==> config.mk <==
export PLATFORM = sky130hd
export DESIGN_NAME = id_issue_ctrl
export DESIGN_NICKNAME = d
export VERILOG_FILES = /design/src/rtl/id_issue_ctrl.sv
export SDC_FILE = /design/constraint.sdc
export NUM_CORES = 1
export LEC_CHECK = 0
export ABC_CLOCK_PERIOD_IN_PS = 2900
export CAP_MARGIN = 10
export CORE_MARGIN = 2
export CORE_UTILIZATION = 49
export CTS_CLUSTER_DIAMETER = 30
export DETAILED_ROUTE_END_ITERATION = 8
export GPL_ROUTABILITY_DRIVEN = 0
export PLACE_DENSITY = 0.87
export SLEW_MARGIN = 30
export SYNTH_ARGS = -nofsm -noshare
export SYNTH_HDL_FRONTEND = slang
export SYNTH_SLANG_ARGS = --single-unit
==> constraint.sdc <==
create_clock -name clk -period 2.9 [get_ports clk]
set_clock_uncertainty 0.15 [all_clocks]
set_input_delay 0.58 -clock clk [delete_from_list [all_inputs] [get_ports clk]]
set_output_delay 0.58 -clock clk [all_outputs]
set_load 0.005 [all_outputs]
==> src/rtl/id_issue_ctrl.sv <==
// ---------------------------------------------------------------------------
// id_issue_ctrl
//
// Decode/issue stage between the byte-wide instruction fetch and the EX-stage
// ALU. Each accepted byte is decoded into opcode, register selects and an
// immediate, which appear registered the cycle after the accept.
//
// Special sequences:
//   - LOADIMM (op F) is two bytes: the opcode byte, then a raw data byte that
//     becomes dec_imm. The data byte is never decoded.
//   - A conditional branch (op A/B) that directly follows an issued
//     flag-setting op (1-5) waits one bubble cycle. The ALU updates {Z,N} on
//     the falling edge, so one extra rising edge guarantees the flags reflect
//     that op before the branch condition is sampled.
//   - A taken branch pulses br_taken for one cycle. The fetch byte offered in
//     that cycle is wrong-path and is not accepted.
//
// Optional build macro:
//   ILLEGAL_TRAP_EN - opcodes 0, C and D set the sticky `illegal` flag and
//                     park the decoder in S_HALT until reset. Without the
//                     macro those opcodes issue as NOPs and `illegal` is 0.
//
// Ports:
//   clk, rst      clock (rising edge), asynchronous active-high reset
//   instr         fetch byte: [7:4] op, [3:2] ra, [1:0] rb
//   instr_valid   fetch byte valid
//   instr_ready   decoder accepts the byte this cycle
//   stall_in      EX back-pressure; freezes all issue outputs and state
//   rb_data       register-file read of instr[1:0] (branch target source)
//   zn            ALU flags {Z,N}
//   dec_valid     issue outputs carry a real instruction
//   dec_op        opcode to ALU (0 for NOP-class opcodes)
//   dec_ra/dec_rb register selects
//   dec_imm       LOADIMM immediate, else 0
//   dec_wen       register write enable
//   br_taken      one-cycle redirect pulse to fetch
//   br_target     redirect address
//   illegal       sticky illegal-opcode flag (trap build only)
// ---------------------------------------------------------------------------
module id_issue_ctrl #(
    parameter int OPW = 4,
    parameter int DW  = 8
) (
    input  logic           clk,
    input  logic           rst,
    input  logic [OPW+3:0] instr,
    input  logic           instr_valid,
    output logic           instr_ready,
    input  logic           stall_in,
    input  logic [DW-1:0]  rb_data,
    input  logic [1:0]     zn,
    output logic           dec_valid,
    output logic [OPW-1:0] dec_op,
    output logic [1:0]     dec_ra,
    output logic [1:0]     dec_rb,
    output logic [DW-1:0]  dec_imm,
    output logic           dec_wen,
    output logic           br_taken,
    output logic [DW-1:0]  br_target,
    output logic           illegal
);

    // ------------------------------------------------------------------
    // Opcode map
    // ------------------------------------------------------------------
    localparam logic [OPW-1:0] OP_NOP   = OPW'(4'h0);
    localparam logic [OPW-1:0] OP_ADD   = OPW'(4'h1);
    localparam logic [OPW-1:0] OP_SHR   = OPW'(4'h5);
    localparam logic [OPW-1:0] OP_IN    = OPW'(4'h7);
    localparam logic [OPW-1:0] OP_MOV   = OPW'(4'h8);
    localparam logic [OPW-1:0] OP_BR    = OPW'(4'h9);
    localparam logic [OPW-1:0] OP_BRZ   = OPW'(4'hA);
    localparam logic [OPW-1:0] OP_BRN   = OPW'(4'hB);
    localparam logic [OPW-1:0] OP_RSV_C = OPW'(4'hC);
    localparam logic [OPW-1:0] OP_RSV_D = OPW'(4'hD);
    localparam logic [OPW-1:0] OP_LDI   = OPW'(4'hF);

    typedef enum logic [1:0] {
        S_OP,
        S_IMM,
        S_WAIT
`ifdef ILLEGAL_TRAP_EN
        , S_HALT
`endif
    } state_t;

    // ------------------------------------------------------------------
    // Opcode classification
    // ------------------------------------------------------------------
    function automatic logic is_flag_op(input logic [OPW-1:0] op);
        return (op >= OP_ADD) && (op <= OP_SHR);
    endfunction

    function automatic logic is_wen_op(input logic [OPW-1:0] op);
        return is_flag_op(op) || (op == OP_IN) || (op == OP_MOV) || (op == OP_LDI);
    endfunction

    function automatic logic is_nop_op(input logic [OPW-1:0] op);
        return (op == OP_NOP) || (op == OP_RSV_C) || (op == OP_RSV_D);
    endfunction

    function automatic logic is_cond_br(input logic [OPW-1:0] op);
        return (op == OP_BRZ) || (op == OP_BRN);
    endfunction

    function automatic logic is_branch(input logic [OPW-1:0] op);
        return (op == OP_BR) || is_cond_br(op);
    endfunction

    // ------------------------------------------------------------------
    // State
    // ------------------------------------------------------------------
    state_t          state;
    logic            last_flag_op;
    // Byte held across S_IMM (ra of LOADIMM) or S_WAIT (whole branch byte).
    logic [OPW+3:0]  hold_byte;
    logic [DW-1:0]   hold_rb;

    // Next-state values
    state_t          state_nxt;
    logic            last_flag_nxt;
    logic [OPW+3:0]  hold_byte_nxt;
    logic [DW-1:0]   hold_rb_nxt;
    logic            valid_nxt;
    logic [OPW-1:0]  op_nxt;
    logic [1:0]      ra_nxt;
    logic [1:0]      rb_nxt;
    logic [DW-1:0]   imm_nxt;
    logic            wen_nxt;
    logic            br_nxt;
    logic [DW-1:0]   tgt_nxt;
    logic            illegal_nxt;

    // Issue request assembled by the state logic
    logic            iss;
    logic [OPW-1:0]  iss_op;
    logic [1:0]      iss_ra;
    logic [1:0]      iss_rb;
    logic [DW-1:0]   iss_imm;
    logic [DW-1:0]   iss_tgt;

    logic [OPW-1:0]  in_op;
    logic [OPW-1:0]  hold_op;
    logic            accept;

    assign in_op   = instr[OPW+3:4];
    assign hold_op = hold_byte[OPW+3:4];

    // The br_taken cycle is the redirect shadow: the byte on the bus is
    // from the wrong path, so it must not be taken.
    assign instr_ready = !stall_in && !br_taken && ((state == S_OP) || (state == S_IMM));
    assign accept      = instr_valid && instr_ready;

    // ------------------------------------------------------------------
    // Next-state and issue logic
    // ------------------------------------------------------------------
    // NOTE: every signal written below gets a default first, so no path
    // through the block can leave one unassigned and infer a latch.
    always_comb begin
        state_nxt     = state;
        last_flag_nxt = last_flag_op;
        hold_byte_nxt = hold_byte;
        hold_rb_nxt   = hold_rb;
        valid_nxt     = dec_valid;
        op_nxt        = dec_op;
        ra_nxt        = dec_ra;
        rb_nxt        = dec_rb;
        imm_nxt       = dec_imm;
        wen_nxt       = dec_wen;
        br_nxt        = br_taken;
        tgt_nxt       = br_target;
        illegal_nxt   = illegal;

        iss     = 1'b0;
        iss_op  = OP_NOP;
        iss_ra  = '0;
        iss_rb  = '0;
        iss_imm = '0;
        iss_tgt = '0;

        // Under stall every default above is a hold; nothing else happens.
        if (!stall_in) begin
            // Single-cycle outputs fall unless an issue re-asserts them.
            valid_nxt = 1'b0;
            wen_nxt   = 1'b0;
            br_nxt    = 1'b0;

            case (state)
                S_OP: begin
                    if (accept) begin
                        if (in_op == OP_LDI) begin
                            hold_byte_nxt = instr;
                            state_nxt     = S_IMM;
                        end else if (is_cond_br(in_op) && last_flag_op) begin
                            // Flags from the preceding op are not settled
                            // yet: park the branch for one bubble cycle.
                            hold_byte_nxt = instr;
                            hold_rb_nxt   = rb_data;
                            state_nxt     = S_WAIT;
                        end
`ifdef ILLEGAL_TRAP_EN
                        else if (is_nop_op(in_op)) begin
                            illegal_nxt = 1'b1;
                            state_nxt   = S_HALT;
                        end
`endif
                        else begin
                            iss     = 1'b1;
                            iss_op  = is_nop_op(in_op) ? OP_NOP : in_op;
                            iss_ra  = instr[3:2];
                            iss_rb  = instr[1:0];
                            iss_tgt = rb_data;
                        end
                    end
                end

                S_IMM: begin
                    // The byte is raw immediate data regardless of its value.
                    if (accept) begin
                        iss       = 1'b1;
                        iss_op    = OP_LDI;
                        iss_ra    = hold_byte[3:2];
                        iss_imm   = DW'(instr);
                        state_nxt = S_OP;
                    end
                end

                S_WAIT: begin
                    iss       = 1'b1;
                    iss_op    = hold_op;
                    iss_ra    = hold_byte[3:2];
                    iss_rb    = hold_byte[1:0];
                    iss_tgt   = hold_rb;
                    state_nxt = S_OP;
                end

`ifdef ILLEGAL_TRAP_EN
                S_HALT: state_nxt = S_HALT;
`endif

                default: state_nxt = S_OP;
            endcase

            if (iss) begin
                valid_nxt     = 1'b1;
                op_nxt        = iss_op;
                ra_nxt        = iss_ra;
                rb_nxt        = iss_rb;
                imm_nxt       = iss_imm;
                wen_nxt       = is_wen_op(iss_op);
                last_flag_nxt = is_flag_op(iss_op);
                if (is_branch(iss_op)) begin
                    // zn is sampled on the issuing edge.
                    tgt_nxt = iss_tgt;
                    br_nxt  = (iss_op == OP_BR)
                           || ((iss_op == OP_BRZ) && zn[1])
                           || ((iss_op == OP_BRN) && zn[0]);
                end
            end
        end
    end

    // ------------------------------------------------------------------
    // Registers
    // ------------------------------------------------------------------
    // NOTE: sequential state uses non-blocking assignments so every register
    // samples the pre-edge value of every other register.
    always_ff @(posedge clk or posedge rst) begin
        if (rst) begin
            state        <= S_OP;
            last_flag_op <= 1'b0;
            // NOTE: the hold registers are reset too even though they are
            // only read after being written; it keeps X out of simulation
            // and costs nothing on a few flops.
            hold_byte    <= '0;
            hold_rb      <= '0;
            dec_valid    <= 1'b0;
            dec_op       <= '0;
            dec_ra       <= '0;
            dec_rb       <= '0;
            dec_imm      <= '0;
            dec_wen      <= 1'b0;
            br_taken     <= 1'b0;
            br_target    <= '0;
        end else begin
            state        <= state_nxt;
            last_flag_op <= last_flag_nxt;
            hold_byte    <= hold_byte_nxt;
            hold_rb      <= hold_rb_nxt;
            dec_valid    <= valid_nxt;
            dec_op       <= op_nxt;
            dec_ra       <= ra_nxt;
            dec_rb       <= rb_nxt;
            dec_imm      <= imm_nxt;
            dec_wen      <= wen_nxt;
            br_taken     <= br_nxt;
            br_target    <= tgt_nxt;
        end
    end

`ifdef ILLEGAL_TRAP_EN
    always_ff @(posedge clk or posedge rst) begin
        if (rst) begin
            illegal <= 1'b0;
        end else begin
            illegal <= illegal_nxt;
        end
    end
`else
    assign illegal = 1'b0;

    // The next-value is computed uniformly but has no consumer here.
    logic unused_illegal;
    assign unused_illegal = illegal_nxt;
`endif

endmodule
Yosys cells after proc, flatten, opt, wreduce, memory -nomap -nowiden --
Index checks and enable logic that the tools add are counted.
Operators by class: order comparisons 2, eq/ne operators 16, muxes and demuxes 39, bitwise logic cells 2, reductions and logical operators 28
Operator list (count):
- $mux 8 | 7
- $eq 4x4->1 const B | 10
- $mux 4 | 6
- $mux 2 | 11
- $pmux 8 s2 | 1
- $pmux 4 s3 | 1
- $logic_or 1x1->1 | 11
- $mux 1 | 9
- $pmux 2 s2 | 2
- $reduce_and 4->1 | 2
- $logic_and 1x1->1 | 7
- $pmux 2 s3 | 1
- $reduce_and 5->1 | 1
- $eq 4x3->1 const B | 1
- $ge 4x1->1 const B | 1
- $le 4x3->1 const B | 1
- $logic_not 4->1 | 1
- $ne 2x2->1 const B | 2
- $ne 3x1->1 const B | 1
- $pmux 1 s3 | 1
- $reduce_and 3->1 | 1
- $eq 2x1->1 const B | 1
- $eq 2x2->1 const B | 1
- $logic_not 1->1 | 2
- other kinds (4) | 5
Word-level totals: register bits after elaboration 46, bits of input ports 22

Longest topological paths before layout --
Gate-level depths: netlist (run 1).
depth after elaboration 15, gate-level depth with buffers 9

Worst setup path before layout (run 1) --
OpenSTA, ideal clock, no wires.
path kind input to register, start input instr[6], end register br_target[0], setup time 125 ps, arrival 2178 ps, path slack 447 ps, stages on the path 7, path buffers 1, cell sequence buf_4 > mux2_2 > a21boi_0 > a221oi_2 > nor2b_4 > nand3b_4 > mux2_4
On the way: longest elaborated chain between the ends 13, elaborated cells between the ends (all ways) 31, classes of those cells eq/ne (8); mux (15); reduce/logical (8)
Ends and longest elaborated chain:
- start: declaration | RTL line 46 | input logic [OPW+3:0] instr,
- $eq 4x4->1 / $logic_not 4->1 (equally long branches) | RTL line 99 | return (op == OP_NOP) || (op == OP_RSV_C) || (op == OP_RSV_D);
- $logic_or 1x1->1 (2 in series) | RTL line 99
- $mux 4 | RTL line 209 | iss_op = is_nop_op(in_op) ? OP_NOP : in_op;
- $mux 4 | RTL line 194 | end else if (is_cond_br(in_op) && last_flag_op) begin
- $mux 4 | RTL line 191 | if (in_op == OP_LDI) begin
- $mux 4 | RTL line 190 | if (accept) begin
- $pmux 4 s3 | RTL line 188 | case (state)
- $mux 4 | RTL line 182 | if (!stall_in) begin
- $eq 4x4->1 | RTL line 103 | return (op == OP_BRZ) || (op == OP_BRN);
- $logic_or 1x1->1 | RTL line 103
- $logic_or 1x1->1 | RTL line 107 | return (op == OP_BR) || is_cond_br(op);
- $reduce_and 3->1 (no source line)
- end signal: assignment | RTL line 297 | br_target <= tgt_nxt;
- end: declaration | RTL line 59 | output logic [DW-1:0] br_target,
Parallel ways exist; a longest one is shown, timed or not. The select of a mux whose other input is x is not followed. A chain may end at the register's enable or synchronous reset.

Final worst setup path (run 1) --
start input stall_in, end register br_target[1]
On the way: longest elaborated chain between the ends 11, elaborated cells between the ends (all ways) 21, classes of those cells eq/ne (3); mux (10); bitwise (1); reduce/logical (7)
Ends and longest elaborated chain:
- start: declaration | RTL line 49 | input logic stall_in,
- $logic_not 1->1
- $logic_and 1x1->1 (2 in series) | RTL line 151 | assign instr_ready = !stall_in && !br_taken && ((state == S_OP) || (state == S_IMM));
- $logic_and 1x1->1 | RTL line 152 | assign accept = instr_valid && instr_ready;
- $mux 4, on equally long branches | RTL line 219, 190
- $pmux 4 s3 | RTL line 188
- $mux 4 | RTL line 182
- $eq 4x4->1 | RTL line 103
- $logic_or 1x1->1 | RTL line 103
- $logic_or 1x1->1 | RTL line 107
- $reduce_and 3->1 (no source line)
Parallel ways exist; a longest one is shown, timed or not. The select of a mux whose other input is x is not followed.

==> impl_results.html, run 1 <==
<table>
<tr><th>Metric</th><th>Value</th></tr>
<tr><th colspan="2">Synthesis</th></tr>
<tr><td>Fraction of the yosys area taken by sequential cells</td><td>52.5%</td></tr>
<tr><td>Synthesis-stage register bit count</td><td>46</td></tr>
<tr><td>Syn_area_per_cell</td><td>12.5 um^2</td></tr>
<tr><td>Synthesized Nets</td><td>197</td></tr>
<tr><td>Post-synth design cell area</td><td>0.00219 mm^2</td></tr>
<tr><td>Number of distinct library cells after synthesis</td><td>40</td></tr>
<tr><td>Dominant synthesized flop cell</td><td>dfrtp_1</td></tr>
<tr><td>EDFF count, synth</td><td>0</td></tr>
<tr><td>Synth warnings</td><td>0</td></tr>
<tr><td>Fraction of synthesis flops using an asynchronous set or reset pin</td><td>100%</td></tr>
<tr><td>Number of instances in the synthesized netlist</td><td>175</td></tr>
<tr><th colspan="2">Die</th></tr>
<tr><td>Die boundary height</td><td>70.9 um</td></tr>
<tr><td>Die area</td><td>0.00502 mm^2</td></tr>
<tr><td>Top-level I/O count</td><td>51</td></tr>
<tr><td>Overall die width</td><td>70.9 um</td></tr>
<tr><td>Effective utilization at floorplan</td><td>50.7%</td></tr>
<tr><td>Number of placement rows</td><td>24</td></tr>
<tr><td>Core box area</td><td>0.00432 mm^2</td></tr>
<tr><th colspan="2">Finish</th></tr>
<tr><td>Most common cell after layout, fill and taps aside</td><td>clkdlybuf4s50_1</td></tr>
<tr><td>Layout fillers</td><td>324</td></tr>
<tr><td>Layout area overhead</td><td>33.6%</td></tr>
<tr><td>Diode insertion count for antenna repair</td><td>0</td></tr>
<tr><td>Leading cell types in the layout, fill and taps excluded</td><td>clkdlybuf4s50_1 (49), dfrtp_1 (46), buf_4 (18), mux2_2 (16), a22o_1 (16)</td></tr>
<tr><td>Fraction of layout instances using a drive strength above 1</td><td>27.5%</td></tr>
<tr><td>Fraction of the core area covered by cells at the end of the flow</td><td>67.7%</td></tr>
<tr><td>Total non-filler cell area in the finished layout</td><td>0.00293 mm^2</td></tr>
<tr><td>Nets</td><td>261</td></tr>
<tr><th colspan="2">Placement</th></tr>
<tr><td>Worst slack after detailed placement</td><td>-0.0685 ns</td></tr>
<tr><td>Number of buffers added on ports</td><td>49</td></tr>
<tr><td>Post-detailed-placement half-perimeter wirelength</td><td>3430 um</td></tr>
<tr><td>Post-place instance area</td><td>0.00284 mm^2</td></tr>
<tr><th colspan="2">Worst setup path</th></tr>
<tr><td>R2r setup slk</td><td>0.49 ns</td></tr>
<tr><td>Critical R2R Launch</td><td>br_taken$_DFFE_PP0N_</td></tr>
<tr><td>Critical path startpoint category</td><td>input port</td></tr>
<tr><td>CP Cell Sequence</td><td>clkdlybuf4s50_1 &gt; or4b_1 &gt; a311oi_2 &gt; a21o_2 &gt; nor2_1 &gt; nand3b_4 &gt; mux2_4</td></tr>
<tr><td>Critical path data arrival time</td><td>2.69 ns</td></tr>
<tr><td>Worst reg2reg path depth</td><td>6</td></tr>
<tr><td>Slowest library cell on the worst path</td><td>or4b_1</td></tr>
<tr><td>Kind of critical path</td><td>in2reg</td></tr>
<tr><td>Longest individual stage delay on the worst path</td><td>0.67 ns</td></tr>
<tr><td>Crit path depth</td><td>7</td></tr>
<tr><td>Worst setup EP type</td><td>flop</td></tr>
<tr><td>Bufs and invs on worst path</td><td>1</td></tr>
<tr><td>Required time reported for the critical path endpoint</td><td>2.93 ns</td></tr>
<tr><td>Worst R2R End</td><td>br_target[1]$_DFFE_PP0P_</td></tr>
<tr><td>Largest fanout of any net on the critical path</td><td>9</td></tr>
<tr><td>Cell family with the largest share of critical-path delay</td><td>simple AND/OR/NAND/NOR gates</td></tr>
<tr><th colspan="2">Power</th></tr>
<tr><td>Internal</td><td>1.07 mW</td></tr>
<tr><td>Clock network power share</td><td>26.5%</td></tr>
<tr><td>Power density normalized to cell area</td><td>497 mW/mm^2</td></tr>
<tr><td>Leakage power of the design</td><td>1.38 nW</td></tr>
<tr><td>IR Drop Worst-Case VDD</td><td>277 uV</td></tr>
<tr><td>Power dissipated by switching net loads</td><td>0.384 mW</td></tr>
<tr><td>Combinational cell fraction of total power</td><td>19.8%</td></tr>
<tr><td>Fraction of power spent switching nets</td><td>26.4%</td></tr>
<tr><td>Total power</td><td>1.45 mW</td></tr>
<tr><td>Sequential fraction of design power</td><td>53.6%</td></tr>
<tr><th colspan="2">Global route</th></tr>
<tr><td>Global-route wire length before repair</td><td>7850 um</td></tr>
<tr><td>GRT met1 Usage</td><td>27.1%</td></tr>
<tr><td>Number of global-route vias before repair</td><td>1589</td></tr>
<tr><td>Antenna violations before repair</td><td>0</td></tr>
<tr><td>Global-route total usage across every layer</td><td>19.9%</td></tr>
<tr><td>Met3 usage in global routing</td><td>4.99%</td></tr>
<tr><td>GRT Residual Overflow</td><td>0</td></tr>
<tr><td>Met2 capacity usage during global routing</td><td>32.0%</td></tr>
<tr><td>Pin count of the biggest net entering global routing</td><td>47</td></tr>
<tr><td>GRT busiest layer</td><td>met2</td></tr>
<tr><th colspan="2">Drt</th></tr>
<tr><td>Detail-routed via count per cell</td><td>5.60</td></tr>
<tr><td>Antenna violation net count after detailed routing</td><td>0</td></tr>
<tr><td>Post-route DRC</td><td>0</td></tr>
<tr><td>Number of iterations in the first detailed-routing pass</td><td>4</td></tr>
<tr><td>Iter 0 DRT Violations</td><td>97</td></tr>
<tr><td>Routed wire length</td><td>4710 um</td></tr>
<tr><td>Average detailed-routed wire length per instance</td><td>16.1 um</td></tr>
<tr><td>Number of vias after detailed routing</td><td>1634</td></tr>
<tr><th colspan="2">STA</th></tr>
<tr><td>Tightest Pin Transition</td><td>0.565 ns</td></tr>
<tr><td>Post-layout worst setup margin</td><td>0.242 ns</td></tr>
<tr><td>Highest Clock Rate</td><td>0.376 GHz</td></tr>
<tr><td>Sum of negative setup slack</td><td>0 ns</td></tr>
<tr><td>Post-route clock period utilization</td><td>91.7%</td></tr>
<tr><td>Setup repair after global routing missed its margin</td><td>no</td></tr>
<tr><td>Final hold violations</td><td>0</td></tr>
<tr><td>Post-route minimum period</td><td>2.66 ns</td></tr>
<tr><td>Setup-failing EPs final</td><td>0</td></tr>
<tr><td>Relative slew slack</td><td>62.3%</td></tr>
<tr><td>Slew Viols, Final</td><td>0</td></tr>
<tr><th colspan="2">Min path</th></tr>
<tr><td>Hold Startpoint</td><td>dec_rb[0]$_DFFE_PP0P_</td></tr>
<tr><td>Class of the worst hold path</td><td>reg2reg</td></tr>
<tr><td>Worst hold stages</td><td>2</td></tr>
<tr><td>Worst Hold Path EP</td><td>dec_rb[0]$_DFFE_PP0P_</td></tr>
<tr><th colspan="2">Job</th></tr>
<tr><td>Max-cap viol count</td><td>0</td></tr>
<tr><th colspan="2">Clock network</th></tr>
<tr><td>CTS sink cnt</td><td>46</td></tr>
<tr><td>CTS tree</td><td>yes</td></tr>
<tr><td>CTS max path bufs</td><td>2</td></tr>
<tr><td>CTS HTree Levels</td><td>2</td></tr>
<tr><td>Number of gates resized after CTS</td><td>0</td></tr>
<tr><td>Root Buffer</td><td>clkbuf_8</td></tr>
<tr><td>Worst-path clk slew</td><td>0.09 ns</td></tr>
<tr><td>Buffers inserted by post-CTS timing repair</td><td>0</td></tr>
<tr><td>Post-cts hold buffer count</td><td>0</td></tr>
<tr><td>Worst-Skew Late Latency</td><td>0.29 ns</td></tr>
<tr><td>Clock buffer count from CTS</td><td>5</td></tr>
<tr><th colspan="2">Outcome</th></tr>
<tr><td>Run status</td><td>completed</td></tr>
</table>
stage by stage:
step / std cells / hold slack, ns
after detailed placement: 284 / 0.320
final: 292 / 0.334
after global placement: 284 / 0.313
after floorplan: 175 / 0.310
after CTS: 292 / 0.342
after global routing: 292 / 0.354
worst max path at each step:
stage / start / end / slack, ns
after floorplan: instr[6] / br_target[0]$_DFFE_PP0P_ / 0.45
after global placement: stall_in / br_target[1]$_DFFE_PP0P_ / -0.03
after detailed placement: instr_valid / br_target[3]$_DFFE_PP0P_ / -0.07
after CTS: instr_valid / br_target[1]$_DFFE_PP0P_ / 0.25
after global routing: stall_in / br_target[1]$_DFFE_PP0P_ / 0.17
final: stall_in / br_target[1]$_DFFE_PP0P_ / 0.24
power groups by stage:
stage	clock network (mW)	registers (mW)	logic, mW
3_5_place_dp	0	0.793	0.290
5_1_grt	0.428	0.791	0.313
6_report	0.386	0.780	0.289
3_3_place_gp	0	0.786	0.280
4_1_cts	0.400	0.781	0.293
2_1_floorplan	0	0.781	0.157
synth_stat cells, types with 2 or more instances:
cell	number	area, um^2
dfrtp_1	46	1150
a22o_1	16	140
mux2_2	16	180
nand2_1	11	41.3
o21ai_0	9	45.0
mux2_4	8	120
nor2_1	8	30.0
a21oi_1	5	25.0
clkbuf_1	5	18.8
inv_1	5	18.8
a22oi_1	4	30.0
a21o_1	3	22.5
buf_4	3	22.5
o31ai_1	3	22.5
a221o_2	2	22.5
a311oi_2	2	30.0
buf_6	2	22.5
nand2b_1	2	12.5
nand4_1	2	12.5
o21a_1	2	15.0
or2_2	2	12.5
worst min-delay path, stage by stage, from the launching register on:
cell	delay (ns)
dfrtp_1	0.35
nand2_1	0.05
o31ai_1	0.05
logic make-up (layout without fill, tap and decap cells):
kind of cell / after synthesis / in the layout / share of synthesized area [%]
compound gates: 53 / 53 / 19.0
xor+xnor: 1 / 1 / 0.400
buf+inv: 16 / 81 / 4.00
flops: 46 / 46 / 52.5
mux: 24 / 24 / 13.7
other cells: 1 / 1 / 0.171
simple gates: 34 / 34 / 10.2
registers in the layout (all words and copies together) (netlist names), 2 cells and up:
name / count
dec_rb: 2
hold_byte: 8
dec_op: 4
dec_imm: 8
br_target: 8
dec_ra: 2
state: 2
hold_rb: 8
layout make-up:
type / instances / area (um^2) / area share, %
Multi-Input combinational cell: 113 / 956 / 32.7
Sequential cell: 46 / 1150 / 39.3
Tap cell: 52 / 65.1 / 2.22
Timing Repair Buffer: 68 / 646 / 22.1
Inverter: 5 / 18.8 / 0.641
Clock inverter: 3 / 21.3 / 0.727
Clock buffer: 5 / 68.8 / 2.35
per-layer routing:
metal	vias to the layer above	part of all wire (%)
met5	-	0
met3	4	5.9
met2	50	48
li1	774	-
met1	806	45
met4	0	0.87
Power figures use the tool's default switching activity.
==> run 2: changes to the inputs <==
--- a/config.mk
+++ b/config.mk
@@ -7,7 +7,6 @@
 export LEC_CHECK = 0
 export ABC_CLOCK_PERIOD_IN_PS = 2900
 export CAP_MARGIN = 10
-export CORE_MARGIN = 2
 export CORE_UTILIZATION = 49
 export CTS_CLUSTER_DIAMETER = 30
 export DETAILED_ROUTE_END_ITERATION = 8
==> run 2 against run 1 <==
Against the previous run:
- sequential power about the same
- first-iteration DRC count up 4.1%
- via count up 3.3%
- non-clock buffer count up 3
- global-route usage up 2.6 points
- fmax down 2.3%
- design area up 1.1%
- die area down 5.6%
- critical path type unchanged
==> impl_results.html, run 2 (synthesis gave the netlist of run 1 again) <==
<table>
<tr><th>Metric</th><th>Value</th></tr>
<tr><th colspan="2">Outcome</th></tr>
<tr><td>Run status</td><td>completed</td></tr>
<tr><th colspan="2">Clock network</th></tr>
<tr><td>CTS HTree Levels</td><td>2</td></tr>
<tr><td>CTS tree</td><td>yes</td></tr>
<tr><td>Number of gates resized after CTS</td><td>0</td></tr>
<tr><td>Clock buffer count from CTS</td><td>5</td></tr>
<tr><td>Worst-path clk slew</td><td>0.09 ns</td></tr>
<tr><td>Root Buffer</td><td>clkbuf_8</td></tr>
<tr><td>Buffers inserted by post-CTS timing repair</td><td>0</td></tr>
<tr><td>CTS max path bufs</td><td>2</td></tr>
<tr><td>Worst-Skew Late Latency</td><td>0.31 ns</td></tr>
<tr><td>CTS sink cnt</td><td>46</td></tr>
<tr><td>Post-cts hold buffer count</td><td>0</td></tr>
<tr><th colspan="2">Worst setup path</th></tr>
<tr><td>Critical path data arrival time</td><td>2.81 ns</td></tr>
<tr><td>Required time reported for the critical path endpoint</td><td>2.99 ns</td></tr>
<tr><td>Kind of critical path</td><td>in2reg</td></tr>
<tr><td>Longest individual stage delay on the worst path</td><td>0.57 ns</td></tr>
<tr><td>Largest fanout of any net on the critical path</td><td>7</td></tr>
<tr><td>Cell family with the largest share of critical-path delay</td><td>compound AO/OA/AOI/OAI gates</td></tr>
<tr><td>CP Cell Sequence</td><td>clkdlybuf4s50_1 &gt; buf_4 &gt; and3b_1 &gt; o21a_1 &gt; a221oi_1 &gt; o21ai_0 &gt; a211oi_1 &gt; a21o_1</td></tr>
<tr><td>Worst setup EP type</td><td>flop</td></tr>
<tr><td>Slowest library cell on the worst path</td><td>a221oi_1</td></tr>
<tr><td>Critical path startpoint category</td><td>input port</td></tr>
<tr><td>Bufs and invs on worst path</td><td>2</td></tr>
<tr><th colspan="2">Placement</th></tr>
<tr><td>Placed Cells</td><td>285</td></tr>
<tr><td>Number of buffers added on ports</td><td>49</td></tr>
<tr><td>Post-detailed-placement half-perimeter wirelength</td><td>3430 um</td></tr>
<tr><th colspan="2">Die</th></tr>
<tr><td>Core box area</td><td>0.00414 mm^2</td></tr>
<tr><td>Die area</td><td>0.00474 mm^2</td></tr>
<tr><td>Die boundary height</td><td>68.9 um</td></tr>
<tr><td>Number of placement rows</td><td>23</td></tr>
<tr><td>Overall die width</td><td>68.9 um</td></tr>
<tr><td>Top-level I/O count</td><td>51</td></tr>
<tr><td>Effective utilization at floorplan</td><td>52.9%</td></tr>
<tr><th colspan="2">Finish</th></tr>
<tr><td>Layout area overhead</td><td>35.1%</td></tr>
<tr><td>Fraction of layout instances using a drive strength above 1</td><td>28.4%</td></tr>
<tr><td>Nets</td><td>264</td></tr>
<tr><td>Leading cell types in the layout, fill and taps excluded</td><td>clkdlybuf4s50_1 (49), dfrtp_1 (46), buf_4 (20), mux2_2 (16), a22o_1 (16)</td></tr>
<tr><td>Post-route insts no fill</td><td>293</td></tr>
<tr><td>Most common cell after layout, fill and taps aside</td><td>clkdlybuf4s50_1</td></tr>
<tr><td>Layout fillers</td><td>309</td></tr>
<tr><td>Diode insertion count for antenna repair</td><td>0</td></tr>
<tr><th colspan="2">STA</th></tr>
<tr><td>Post-route clock period utilization</td><td>93.8%</td></tr>
<tr><td>Tightest Pin Transition</td><td>0.643 ns</td></tr>
<tr><td>Relative slew slack</td><td>57.1%</td></tr>
<tr><td>Final Hold Slack</td><td>0.344 ns</td></tr>
<tr><td>Slew Viols, Final</td><td>0</td></tr>
<tr><td>Post-route minimum period</td><td>2.72 ns</td></tr>
<tr><td>Setup-failing EPs final</td><td>0</td></tr>
<tr><td>Highest Clock Rate</td><td>0.368 GHz</td></tr>
<tr><td>Setup repair after global routing missed its margin</td><td>no</td></tr>
<tr><td>Final hold violations</td><td>0</td></tr>
<tr><th colspan="2">Global route</th></tr>
<tr><td>Global-route total usage across every layer</td><td>22.5%</td></tr>
<tr><td>Antenna violations before repair</td><td>0</td></tr>
<tr><td>GRT busiest layer</td><td>met2</td></tr>
<tr><td>GRT met1 Usage</td><td>28.6%</td></tr>
<tr><td>Number of global-route vias before repair</td><td>1601</td></tr>
<tr><td>GRT Residual Overflow</td><td>0</td></tr>
<tr><td>Pin count of the biggest net entering global routing</td><td>47</td></tr>
<tr><td>Met3 usage in global routing</td><td>6.09%</td></tr>
<tr><td>Global-route wire length before repair</td><td>7550 um</td></tr>
<tr><td>Met2 capacity usage during global routing</td><td>36.3%</td></tr>
<tr><th colspan="2">Drt</th></tr>
<tr><td>Detail-routed via count per cell</td><td>5.76</td></tr>
<tr><td>Average detailed-routed wire length per instance</td><td>16.4 um</td></tr>
<tr><td>Routed wire length</td><td>4810 um</td></tr>
<tr><td>Iter 0 DRT Violations</td><td>101</td></tr>
<tr><td>Number of vias after detailed routing</td><td>1688</td></tr>
<tr><td>Number of iterations in the first detailed-routing pass</td><td>4</td></tr>
<tr><td>Post-route DRC</td><td>0</td></tr>
<tr><td>Antenna violation net count after detailed routing</td><td>0</td></tr>
<tr><th colspan="2">Power</th></tr>
<tr><td>Leakage power of the design</td><td>1.40 nW</td></tr>
<tr><td>IR Drop Worst-Case VDD</td><td>279 uV</td></tr>
<tr><td>Power density normalized to cell area</td><td>495 mW/mm^2</td></tr>
<tr><th colspan="2">Job</th></tr>
<tr><td>Max-cap viol count</td><td>0</td></tr>
<tr><th colspan="2">Min path</th></tr>
<tr><td>Class of the worst hold path</td><td>reg2reg</td></tr>
</table>
[run 2: cell count changes in the layout (fill, tap and decap cells not counted), sizes merged]
| cell | change |
|---|---|
| buf | +3 |
[run 2: layer usage]
layer,vias to the layer above,part of all wire [%]
met4,0,2.1
met3,13,6.5
li1,777,-
met5,-,0
met1,837,42
met2,61,49
[run 2: final timing paths]
check	from	to	slack, ns	depth (start not counted)
max in group asynchronous	rst	hold_rb[1]$_DFFE_PP0P_	1.91	3
worst max-delay path	instr[6]	last_flag_op$_DFFE_PP0P_	0.18	8
worst min-delay path	dec_ra[0]$_DFFE_PP0P_	dec_ra[0]$_DFFE_PP0P_	0.34	2
min in group asynchronous	rst	dec_op[2]$_DFFE_PP0P_	0.46	3
worst min register to register	dec_ra[0]$_DFFE_PP0P_	dec_ra[0]$_DFFE_PP0P_	0.34	2
worst max register to register	state[0]$_DFFE_PP0P_	last_flag_op$_DFFE_PP0P_	0.51	7
[run 2: cell type report]
| type | instances | area [um^2] | area share (%) |
|---|---|---|---|
| sequential | 46 | 1150 | 38.9 |
| multi-input combinational | 113 | 956 | 32.3 |
| timing repair buffer | 71 | 681 | 23.0 |
| clock buffer | 5 | 68.8 | 2.33 |
| tap | 50 | 62.6 | 2.11 |
| clock inverter | 3 | 21.3 | 0.719 |
| inverter | 5 | 18.8 | 0.634 |
[run 2: stage by stage]
| step | utilization (%) | power (mW) | cell area [um^2] | setup slack (ns) | TNS, ns |
|---|---|---|---|---|---|
| after floorplan | - | 0.938 | 2190 | 0.447 | 0 |
| after global placement | 69.2 | 1.07 | 2870 | -0.0116 | -0.0895 |
| after detailed placement | 69.2 | 1.09 | 2870 | -0.0717 | -0.683 |
| after CTS | 71.4 | 1.47 | 2960 | 0.233 | 0 |
| after global routing | 71.4 | 1.54 | 2960 | 0.125 | 0 |
| final | 71.4 | 1.46 | 2960 | 0.180 | 0 |
[run 2: worst min-delay path, delay by kind of cell (launching register included)]
family           cells  cell delay [ns]
AND/OR/NAND/NOR      1             0.05
AO/OA/AOI/OAI        1             0.06
flip-flops           1             0.36
[run 2: report_power, final]
part | leakage, nW | switching (mW) | internal [mW]
logic | 0.747 | 0.116 | 0.177
clock network | 0.0441 | 0.222 | 0.169
registers | 0.611 | 0.0519 | 0.728
==> run 3: changes to the inputs <==
--- a/config.mk
+++ b/config.mk
@@ -12,6 +12,7 @@
 export DETAILED_ROUTE_END_ITERATION = 8
 export GPL_ROUTABILITY_DRIVEN = 0
 export PLACE_DENSITY = 0.87
+export SETUP_SLACK_MARGIN = 0.02
 export SLEW_MARGIN = 30
 export SYNTH_ARGS = -nofsm -noshare
 export SYNTH_HDL_FRONTEND = slang
==> results of run 3 <==
The final DEF is identical to that of run 2; final timing and power are the same.
